**src/rtl/read_responder.sv**
```systemverilog
// Read-stage data responder: splits a 1..8 byte read into up to three aligned dword beats.
// Optional bus timeout is compiled in with READ_RESPONDER_TIMEOUT_EN.
module read_responder (
  input  logic        clk,
  input  logic        rst,
  input  logic        rd_req,
  input  logic [31:0] rd_address,
  input  logic [3:0]  rd_length,
  input  logic        rd_abort,
  output logic        rd_done,
  output logic [31:0] read_4,
  output logic [63:0] read_8,
  output logic        rd_busy,
  output logic        rd_bus_error,
  output logic [29:0] bus_address,
  output logic        bus_read,
  output logic [3:0]  bus_byteenable,
  input  logic        bus_waitrequest,
  input  logic        bus_readdatavalid,
  input  logic [31:0] bus_readdata
);

  typedef enum logic [1:0] {IDLE = 2'd0, REQ = 2'd1, WAIT = 2'd2, DONE = 2'd3} state_t;

  state_t      state_r, state_next_s;
  logic [1:0]  off_r, beats_r, beat_idx_r;
  logic [3:0]  len_r;
  logic        abort_r;
  logic [95:0] buf_r;

  logic        accept_s, beat_valid_s, last_beat_s, timeout_s, abort_any_s;
  logic [1:0]  acc_off_s, acc_beats_s;
  logic [3:0]  acc_len_s, acc_sum_s;
  logic [31:0] beat_data_s;
  logic [95:0] buf_next_s;

  logic        abort_next_s, rd_done_next_s;
  logic [1:0]  beat_idx_next_s;
  logic [29:0] bus_address_next_s;
  logic [3:0]  bus_byteenable_next_s;
  logic [63:0] read_8_next_s;

  function automatic logic [3:0] eff_len(input logic [3:0] l);
    logic [3:0] r;
    if ((l == 4'd0) || (l > 4'd8)) r = 4'd8;
    else r = l;
    return r;
  endfunction

  // Byte lanes of beat idx out of beats, for a request starting at off with len bytes
  function automatic logic [3:0] beat_be(input logic [1:0] idx, input logic [1:0] beats,
                                         input logic [1:0] off, input logic [3:0] len);
    logic [3:0] last_byte, lo, hi, be;
    last_byte = {2'b00, off} + len - 4'd1;
    lo = 4'hF << off;
    hi = 4'hF >> (2'd3 - last_byte[1:0]);
    if (beats == 2'd1) be = lo & hi;
    else if (idx == 2'd0) be = lo;
    else if (idx == beats - 2'd1) be = hi;
    else be = 4'hF;
    return be;
  endfunction

  function automatic logic [63:0] extract(input logic [95:0] b, input logic [1:0] off,
                                          input logic [3:0] len);
    logic [95:0] sh;
    logic [63:0] mask;
    sh = b >> {off, 3'b000};
    if (len >= 4'd8) mask = {64{1'b1}};
    else mask = (64'd1 << {len, 3'b000}) - 64'd1;
    return sh[63:0] & mask;
  endfunction

  assign acc_off_s   = rd_address[1:0];
  assign acc_len_s   = eff_len(rd_length);
  assign acc_sum_s   = {2'b00, acc_off_s} + acc_len_s + 4'd3;
  assign acc_beats_s = acc_sum_s[3:2];
  assign accept_s    = (state_r == IDLE) && rd_req && !rd_abort;
  assign last_beat_s = (beat_idx_r == beats_r - 2'd1);
  assign abort_any_s = abort_r | rd_abort;

`ifdef READ_RESPONDER_TIMEOUT_EN
  logic [7:0] wait_cnt_r;

  // Counts consecutive WAIT cycles without data; zero whenever WAIT is entered
  always_ff @(posedge clk) begin
    if (rst) wait_cnt_r <= 8'd0;
    else if ((state_r == WAIT) && !bus_readdatavalid) wait_cnt_r <= wait_cnt_r + 8'd1;
    else wait_cnt_r <= 8'd0;
  end

  assign timeout_s = (state_r == WAIT) && !bus_readdatavalid && (wait_cnt_r == 8'd254);
`else
  assign timeout_s = 1'b0;
`endif

  // Beat capture; a timed-out beat reads as all ones
  always_comb begin
    beat_valid_s = (state_r == WAIT) && (bus_readdatavalid || timeout_s);
    beat_data_s  = bus_readdatavalid ? bus_readdata : 32'hFFFF_FFFF;
    buf_next_s   = buf_r;
    if (beat_valid_s) begin
      case (beat_idx_r)
        2'd0:    buf_next_s[31:0]  = beat_data_s;
        2'd1:    buf_next_s[63:32] = beat_data_s;
        2'd2:    buf_next_s[95:64] = beat_data_s;
        default: buf_next_s        = buf_r;
      endcase
    end else begin
      buf_next_s = buf_r;
    end
  end

  // State register
  always_ff @(posedge clk) begin
    if (rst) state_r <= IDLE;
    else state_r <= state_next_s;
  end

  // Next-state logic
  always_comb begin
    state_next_s = state_r;
    case (state_r)
      IDLE:    state_next_s = accept_s ? REQ : IDLE;
      REQ:     state_next_s = bus_waitrequest ? REQ : WAIT;
      WAIT: begin
        if (beat_valid_s) state_next_s = last_beat_s ? DONE : REQ;
        else state_next_s = WAIT;
      end
      DONE:    state_next_s = IDLE;
      default: state_next_s = IDLE;
    endcase
  end

  // Next values of the registered outputs and request context
  always_comb begin
    abort_next_s          = abort_r;
    rd_done_next_s        = 1'b0;
    beat_idx_next_s       = beat_idx_r;
    bus_address_next_s    = bus_address;
    bus_byteenable_next_s = bus_byteenable;
    read_8_next_s         = read_8;
    case (state_r)
      IDLE: begin
        abort_next_s = 1'b0;
        if (accept_s) begin
          beat_idx_next_s       = 2'd0;
          bus_address_next_s    = rd_address[31:2];
          bus_byteenable_next_s = beat_be(2'd0, acc_beats_s, acc_off_s, acc_len_s);
        end else begin
          beat_idx_next_s = beat_idx_r;
        end
      end
      REQ: abort_next_s = abort_any_s;
      WAIT: begin
        abort_next_s = abort_any_s;
        if (beat_valid_s && last_beat_s) begin
          rd_done_next_s = !abort_any_s;
          read_8_next_s  = abort_any_s ? read_8 : extract(buf_next_s, off_r, len_r);
        end else if (beat_valid_s) begin
          beat_idx_next_s       = beat_idx_r + 2'd1;
          bus_address_next_s    = bus_address + 30'd1;
          bus_byteenable_next_s = beat_be(beat_idx_r + 2'd1, beats_r, off_r, len_r);
        end else begin
          beat_idx_next_s = beat_idx_r;
        end
      end
      DONE:    abort_next_s = 1'b0;
      default: abort_next_s = 1'b0;
    endcase
  end

  // Registered outputs and request context
  always_ff @(posedge clk) begin
    if (rst) begin
      off_r          <= 2'd0;
      len_r          <= 4'd0;
      beats_r        <= 2'd0;
      beat_idx_r     <= 2'd0;
      abort_r        <= 1'b0;
      buf_r          <= 96'd0;
      bus_read       <= 1'b0;
      bus_address    <= 30'd0;
      bus_byteenable <= 4'd0;
      rd_done        <= 1'b0;
      rd_busy        <= 1'b0;
      rd_bus_error   <= 1'b0;
      read_4         <= 32'd0;
      read_8         <= 64'd0;
    end else begin
      if (accept_s) begin
        off_r   <= acc_off_s;
        len_r   <= acc_len_s;
        beats_r <= acc_beats_s;
      end
      beat_idx_r     <= beat_idx_next_s;
      abort_r        <= abort_next_s;
      buf_r          <= buf_next_s;
      bus_read       <= (state_next_s == REQ);
      bus_address    <= bus_address_next_s;
      bus_byteenable <= bus_byteenable_next_s;
      rd_done        <= rd_done_next_s;
      rd_busy        <= (state_next_s != IDLE);
      rd_bus_error   <= timeout_s;
      read_4         <= read_8_next_s[31:0];
      read_8         <= read_8_next_s;
    end
  end

endmodule

```
**config.mk**
```make
export PLATFORM = sky130hd
export DESIGN_NAME = read_responder
export DESIGN_NICKNAME = d
export VERILOG_FILES = /design/src/rtl/read_responder.sv
export SDC_FILE = /design/constraint.sdc
export NUM_CORES = 1
export LEC_CHECK = 0
export BUFFER_PORTS_ARGS = -buffer_cell sky130_fd_sc_hd__buf_4
export CAP_MARGIN = 10
export CORE_ASPECT_RATIO = 0.75
export CORE_MARGIN = 2
export CORE_UTILIZATION = 45
export CTS_BUF_LIST = sky130_fd_sc_hd__clkbuf_8
export DETAILED_ROUTE_END_ITERATION = 10
export GPL_ROUTABILITY_DRIVEN = 0
export PLACE_DENSITY_LB_ADDON = 0.25
export REMOVE_ABC_BUFFERS = 1
export SETUP_SLACK_MARGIN = 0.3
export SLEW_MARGIN = 20
export SYNTH_ARGS = -nofsm -noshare
export SYNTH_HDL_FRONTEND = slang
export SYNTH_SLANG_ARGS = --single-unit
```
**constraint.sdc**
```tcl
create_clock -name clk -period 3.8 [get_ports clk]
set_input_delay 0.38 -clock clk [delete_from_list [all_inputs] [get_ports clk]]
set_output_delay 0.38 -clock clk [all_outputs]
set_load 0.02 [all_outputs]
```
## Word-level counts from Yosys, hierarchy flattened

Index checks and enable logic that the tools add are counted.

- Register bits: 210
- Bits in latches: 0
- Bits in writable memories: 0
- Bits in read-only memories: 0
- Output and inout port bits: 134
- Logic and storage cells: 102
- Memories kept: 0

- $add $sub $neg: 11
- Multipliers: 0
- Div/mod/pow operators: 0
- Magnitude comparators: 2
- Equality and inequality tests: 13
- Shifts and indexed selects: 6
- Mux-type cells: 31
- Bitwise operators: 7
- Reductions and logical operators: 18

Operators with widths:

| kind | number |
|---|---|
| $mux W64 | 3 |
| $mux W32 | 4 |
| $mux W96 | 1 |
| $shr A96 B5 Y64 | 1 |
| $mux W30 | 3 |
| $and A64 B64 Y64 | 1 |
| $shl A1 B7 Y64 const A | 1 |
| $sub A64 B1 Y64 const B | 1 |
| $pmux W30 S2 | 1 |
| $mux W4 | 8 |
| $add A30 B1 Y30 const B | 1 |
| $mux W2 | 6 |
| $eq A2 B1 Y1 const B | 5 |
| $and A4 B4 Y4 | 2 |
| $pmux W2 S4 | 1 |
| $pmux W4 S2 | 1 |
| $shl A4 B2 Y4 const A | 2 |
| $shr A4 B2 Y4 const A | 2 |
| $eq A2 B2 Y1 const B | 3 |
| $logic_not A2 Y1 | 3 |
| $ne A2 B2 Y1 const B | 3 |
| $sub A2 B1 Y2 const B | 3 |
| $add A2 B4 Y4 | 1 |
| $add A4 B2 Y4 const B | 1 |
| 20 further kinds | 30 |

## Logic depth before layout (Yosys ltp)

- Word-level depth: 11
- Mapped depth: 11
- Depth with buffers taken out: 8

## Worst setup path after synthesis

OpenSTA, ideal clock, no wires.

- Path kind: input port to flip-flop
- Start point: input rd_length[0]
- End point: register bus_byteenable[1]
- Setup time: 0.114 ns
- Arrival: 2.406 ns
- Setup slack: 1.280 ns
- Stages on the path: 8
- Buffers on the path: 0
- Path through: nor2b_1 > ha_1 > fa_1 > inv_1 > ha_1 > or4b_2 > a31o_2 > a21o_1

- Cells in the longest elaborated chain, start to end: 11
- Elaborated cells between the ends (all ways): 14
- Classes of those cells: add/sub: 4; order compare: 1; eq/ne: 1; shift: 1; mux: 4; bitwise: 1; reduce/logical: 2

RTL lines:

| item | line | source |
|---|---|---|
| start: declaration | 8 | `input logic [3:0] rd_length,` |
| $gt A4 B4 Y1 or $logic_not A4 Y1 (tied branches) | 45 | `if ((l == 4'd0) \|\| (l > 4'd8)) r = 4'd8;` |
| $logic_or A1 B1 Y1 | 45 |  |
| $mux W4 (*) | 45 |  |
| $add A2 B4 Y4 (*) | 54 | `last_byte = {2'b00, off} + len - 4'd1;` |
| $sub A2 B1 Y2 | 54 |  |
| $sub A2 B2 Y2 | 56 | `hi = 4'hF >> (2'd3 - last_byte[1:0]);` |
| $shr A4 B2 Y4 | 56 |  |
| $and A4 B4 Y4 | 57 | `if (beats == 2'd1) be = lo & hi;` |
| $mux W4 (*) | 57 |  |
| $mux W4 (*) | 146 | `if (accept_s) begin` |
| $pmux W4 S2 (*) | 143 | `case (state_r)` |
| end signal: assignment | 201 | `bus_byteenable <= bus_byteenable_next_s;` |
| end: declaration | 17 | `output logic [3:0] bus_byteenable,` |

Every way passes the cells marked *; elsewhere a longest branch is shown, timed or not. The select of a mux whose other input is x is not followed.
A chain may end at the register's enable or synchronous reset.

## Worst setup path in the final report

- Start point: register beat_idx_r[1]
- End point: register read_8[24]

- Cells in the longest elaborated chain, start to end: 5
- Elaborated cells between the ends (all ways): 12
- Classes of those cells: eq/ne: 3; shift: 1; mux: 4; bitwise: 1; reduce/logical: 3

RTL lines:

| item | line | source |
|---|---|---|
| start: declaration | 26 | `logic [1:0] off_r, beats_r, beat_idx_r;` |
| start signal: assignment | 196 | `beat_idx_r <= beat_idx_next_s;` |
| $eq A2 B1 Y1, or another cell as far along | 103 | `case (beat_idx_r)` |
| $mux W32 | 103 |  |
| $mux W96 | 102 | `if (beat_valid_s) begin` |
| $shr A96 B5 Y64 | 68 | `sh = b >> {off, 3'b000};` |
| $and A64 B64 Y64 | 71 | `return sh[63:0] & mask;` |
| end signal: assignment | 206 | `read_8 <= read_8_next_s;` |
| end: declaration | 12 | `output logic [63:0] read_8,` |

Several ways; a longest one is shown, not always the timed one.

==> metrics.csv <==
stage,metric,value,unit
power,p_int,3.43,mW
timing,rsz0062_at_grt,no,
die,num_rows,47,
clocking,cts_root_buffer,clkbuf_8,
power,clkPwrFrac,0.418,
die,io_pins,208,
clocking,clk_pin_slew,0.07,ns
placement,dpl_worst_slack,1.03,ns
route,viasPerCell,5.80,
worst_setup_path,critical_path.max_fanout,32,
power,p_comb_frac,0.113,
worst_setup_path,cp-start-kind,flop,
worst_setup_path,endpoint_kind,flop,
clocking,cts_buffer_depth,3,
finish,antenna_cells,0,
route,drcViolationCount,0,
route,wire_per_inst,19.2,um
timing,worst_slew_pin_slew,1.03,ns
synthesis,yosys_warnings,0,
finish,drive_gt1_frac,0.228,
timing,tns,0,ns
timing,setup_viol,0,
clocking,insertion_delay,0.54,ns
clocking,cts_hold_buf,0,
timing,final.min_clock_period,2.62,ns
outcome,outcome,completed,
die,die_h,133,um
clocking,cts_tree,built,
synthesis,syn-instance-count,1161,
power,leakage,5.85,nW
clocking,cts_buffers,35,
worst_setup_path,cp.arrival,3.03,ns
timing,skew,0.0370,ns
power,power_density,383,mW/mm^2
route,vias,9480,
finish,layout_commonest_cell,buf_4,
global_route,grt_pass1_vias,8851,
synthesis,postSynthAreaPerCell,8.61,sq um
route,ant_nets,0,
finish,area_growth,22.7,%
placement,hpwl,21200,um
global_route,track_usage,0.261,
clocking,postCtsSetupBuffers,0,
global_route,overflow,0,
global_route,grt_pass1_wl,48600,um
synthesis,synth.ff_latch_count,202,
finish,utilization,0.559,
synthesis,ys_seq_area_frac,0.405,
timing,fmax,381,MHz
timing,post-route-period-util,0.690,
power,ir_worst_vdd,225,uV
finish,final_nets,1405,
worst_hold_path,min_path_type,in -> reg,
timing,fin_ws,1.18,ns
die,core_area,0.0219,sq mm
route,first_pass_iters,5,
worst_setup_path,r2r_slack,1.18,ns
power,netSwitchingFraction,0.269,
worst_setup_path,crit_required,4.20,ns
placement,port_buffers,206,
power,switching_power,1.27,mW
timing,drv_slew,0,
clocking,cts_resized,0,
global_route,antenna_found_initial,0,
synthesis,syn_area,0.00999,sq mm
die,die_area,0.0234,sq mm
run,max-cap-violations,0,
synthesis,synth_edf_count,0,
route,first_iter_violations,901,
global_route,grt_max_degree,91,
synthesis,ys_async_sr_fraction,0,
finish,mostFrequentLayoutCells,"buf_4 (233), dfxtp_1 (202), nand2_1 (150), nor2_1 (133), mux2i_1 (114)",
timing,slew-limit-headroom,0.315,
route,wl,31400,um
die,die_w,176,um
clocking,cts_max_level,2,
synthesis,post_synth_num_cell_types,69,
power,p_seq_frac,0.469,
die,initial_core_util,0.455,
worst_setup_path,criticalPathCategory,reg -> reg,
synthesis,synthFlopType,dfxtp_1,
timing,hold_viol,0,
clocking,cts.sinks,202,
registers in the layout, summed over array words and instances, names as in the netlist, 2 cells and up:
signal,flops
len_r,4
beats_r,2
beat_idx_r,2
off_r,2
state_r,2
buf_r,88
bus_address,30
bus_byteenable,4
read_8,64
per-layer routing:
layer  up-vias  track usage  wire, um
li1       4500            -         -
met1      4474        0.382     14400
met2       448        0.396     13800
met3        58       0.0417      2590
met4         0       0.0721       611
met5         -            0         0
critical path, cell delays in order, from the launching register on:
cell and delay (ns):
dfxtp_1 0.46, inv_1 0.12, ha_1 0.19, nand4b_1 0.09
buf_4 0.52, mux2i_1 0.52, mux2_2 0.25, nand2_1 0.05
a32o_1 0.28
final cells by class:
class / instances / area [sq um]
multi-input combinational: 828 / 5340
tap: 294 / 368
sequential: 202 / 4040
timing repair buffer: 234 / 1770
inverter: 17 / 63.8
clock buffer: 42 / 578
clock inverter: 17 / 100
fill: 2033 / 9680
synthesized netlist by cell type, types with 4 or more instances:
master,n,area [sq um]
a32o_1,19,190
o211ai_1,5,37.5
o22a_1,6,52.6
o22ai_1,6,37.5
o311ai_0,5,43.8
buf_1,4,15.0
mux2_2,4,45.0
or3_1,5,31.3
a21o_1,7,52.6
nand4_1,7,43.8
xor2_1,4,35.0
a211oi_1,16,120
nor4_1,4,25.0
mux2i_1,114,1140
ha_1,12,150
xnor2_1,7,61.3
nand2_1,150,563
buf_4,37,278
a21oi_1,45,225
nor2b_1,6,37.5
inv_1,16,60.1
nand3_1,37,185
o31ai_1,11,82.6
nand2b_1,7,43.8
a221oi_1,15,131
a31oi_1,10,62.6
nor2_1,136,510
buf_2,12,60.1
o21ai_0,37,185
nor3_1,21,105
and3_1,6,37.5
a32oi_1,9,78.8
clkbuf_1,59,221
dfxtp_1,202,4040
a22o_1,16,140
a22oi_1,54,405
logic make-up after synthesis:
family	synth area share
simple gates	0.184
compound gates	0.201
flops	0.405
buf+inv	0.0649
mux	0.119
fa+ha+maj	0.0170
xor+xnor	0.00964
other cells	0.000375
stage by stage:
step | instances | hold slack (ns) | total power, mW | instance area (sq um)
2_1_floorplan | 1047 | 0.426 | 2.52 | 9410
3_3_place_gp | 1575 | 0.428 | 2.77 | 11600
3_5_place_dp | 1575 | 0.438 | 2.77 | 11600
4_1_cts | 1634 | 0.0652 | 4.73 | 12300
5_1_grt | 1634 | 0.0840 | 4.88 | 12300
6_report | 1634 | 0.0828 | 4.70 | 12300
power groups by stage:
stage	Sequential [mW]	Clock (mW)	Combinational [mW]
after floorplan	2.27	0	0.252
after global placement	2.25	0	0.518
after detailed placement	2.25	0	0.524
after CTS	2.20	2.00	0.527
after global routing	2.21	2.09	0.576
final	2.20	1.96	0.530
worst paths after layout:
kind	end	startpoint	cells past startpoint
max	read_8[24]$_SDFFE_PP0P_	beat_idx_r[1]$_SDFFE_PP0P_	8
min	bus_address[24]$_SDFFE_PP0P_	rd_address[26]	3
max reg2reg	read_8[24]$_SDFFE_PP0P_	beat_idx_r[1]$_SDFFE_PP0P_	8
min reg2reg	read_8[38]$_SDFFE_PP0P_	read_8[38]$_SDFFE_PP0P_	2
Power figures use the tool's default switching activity.
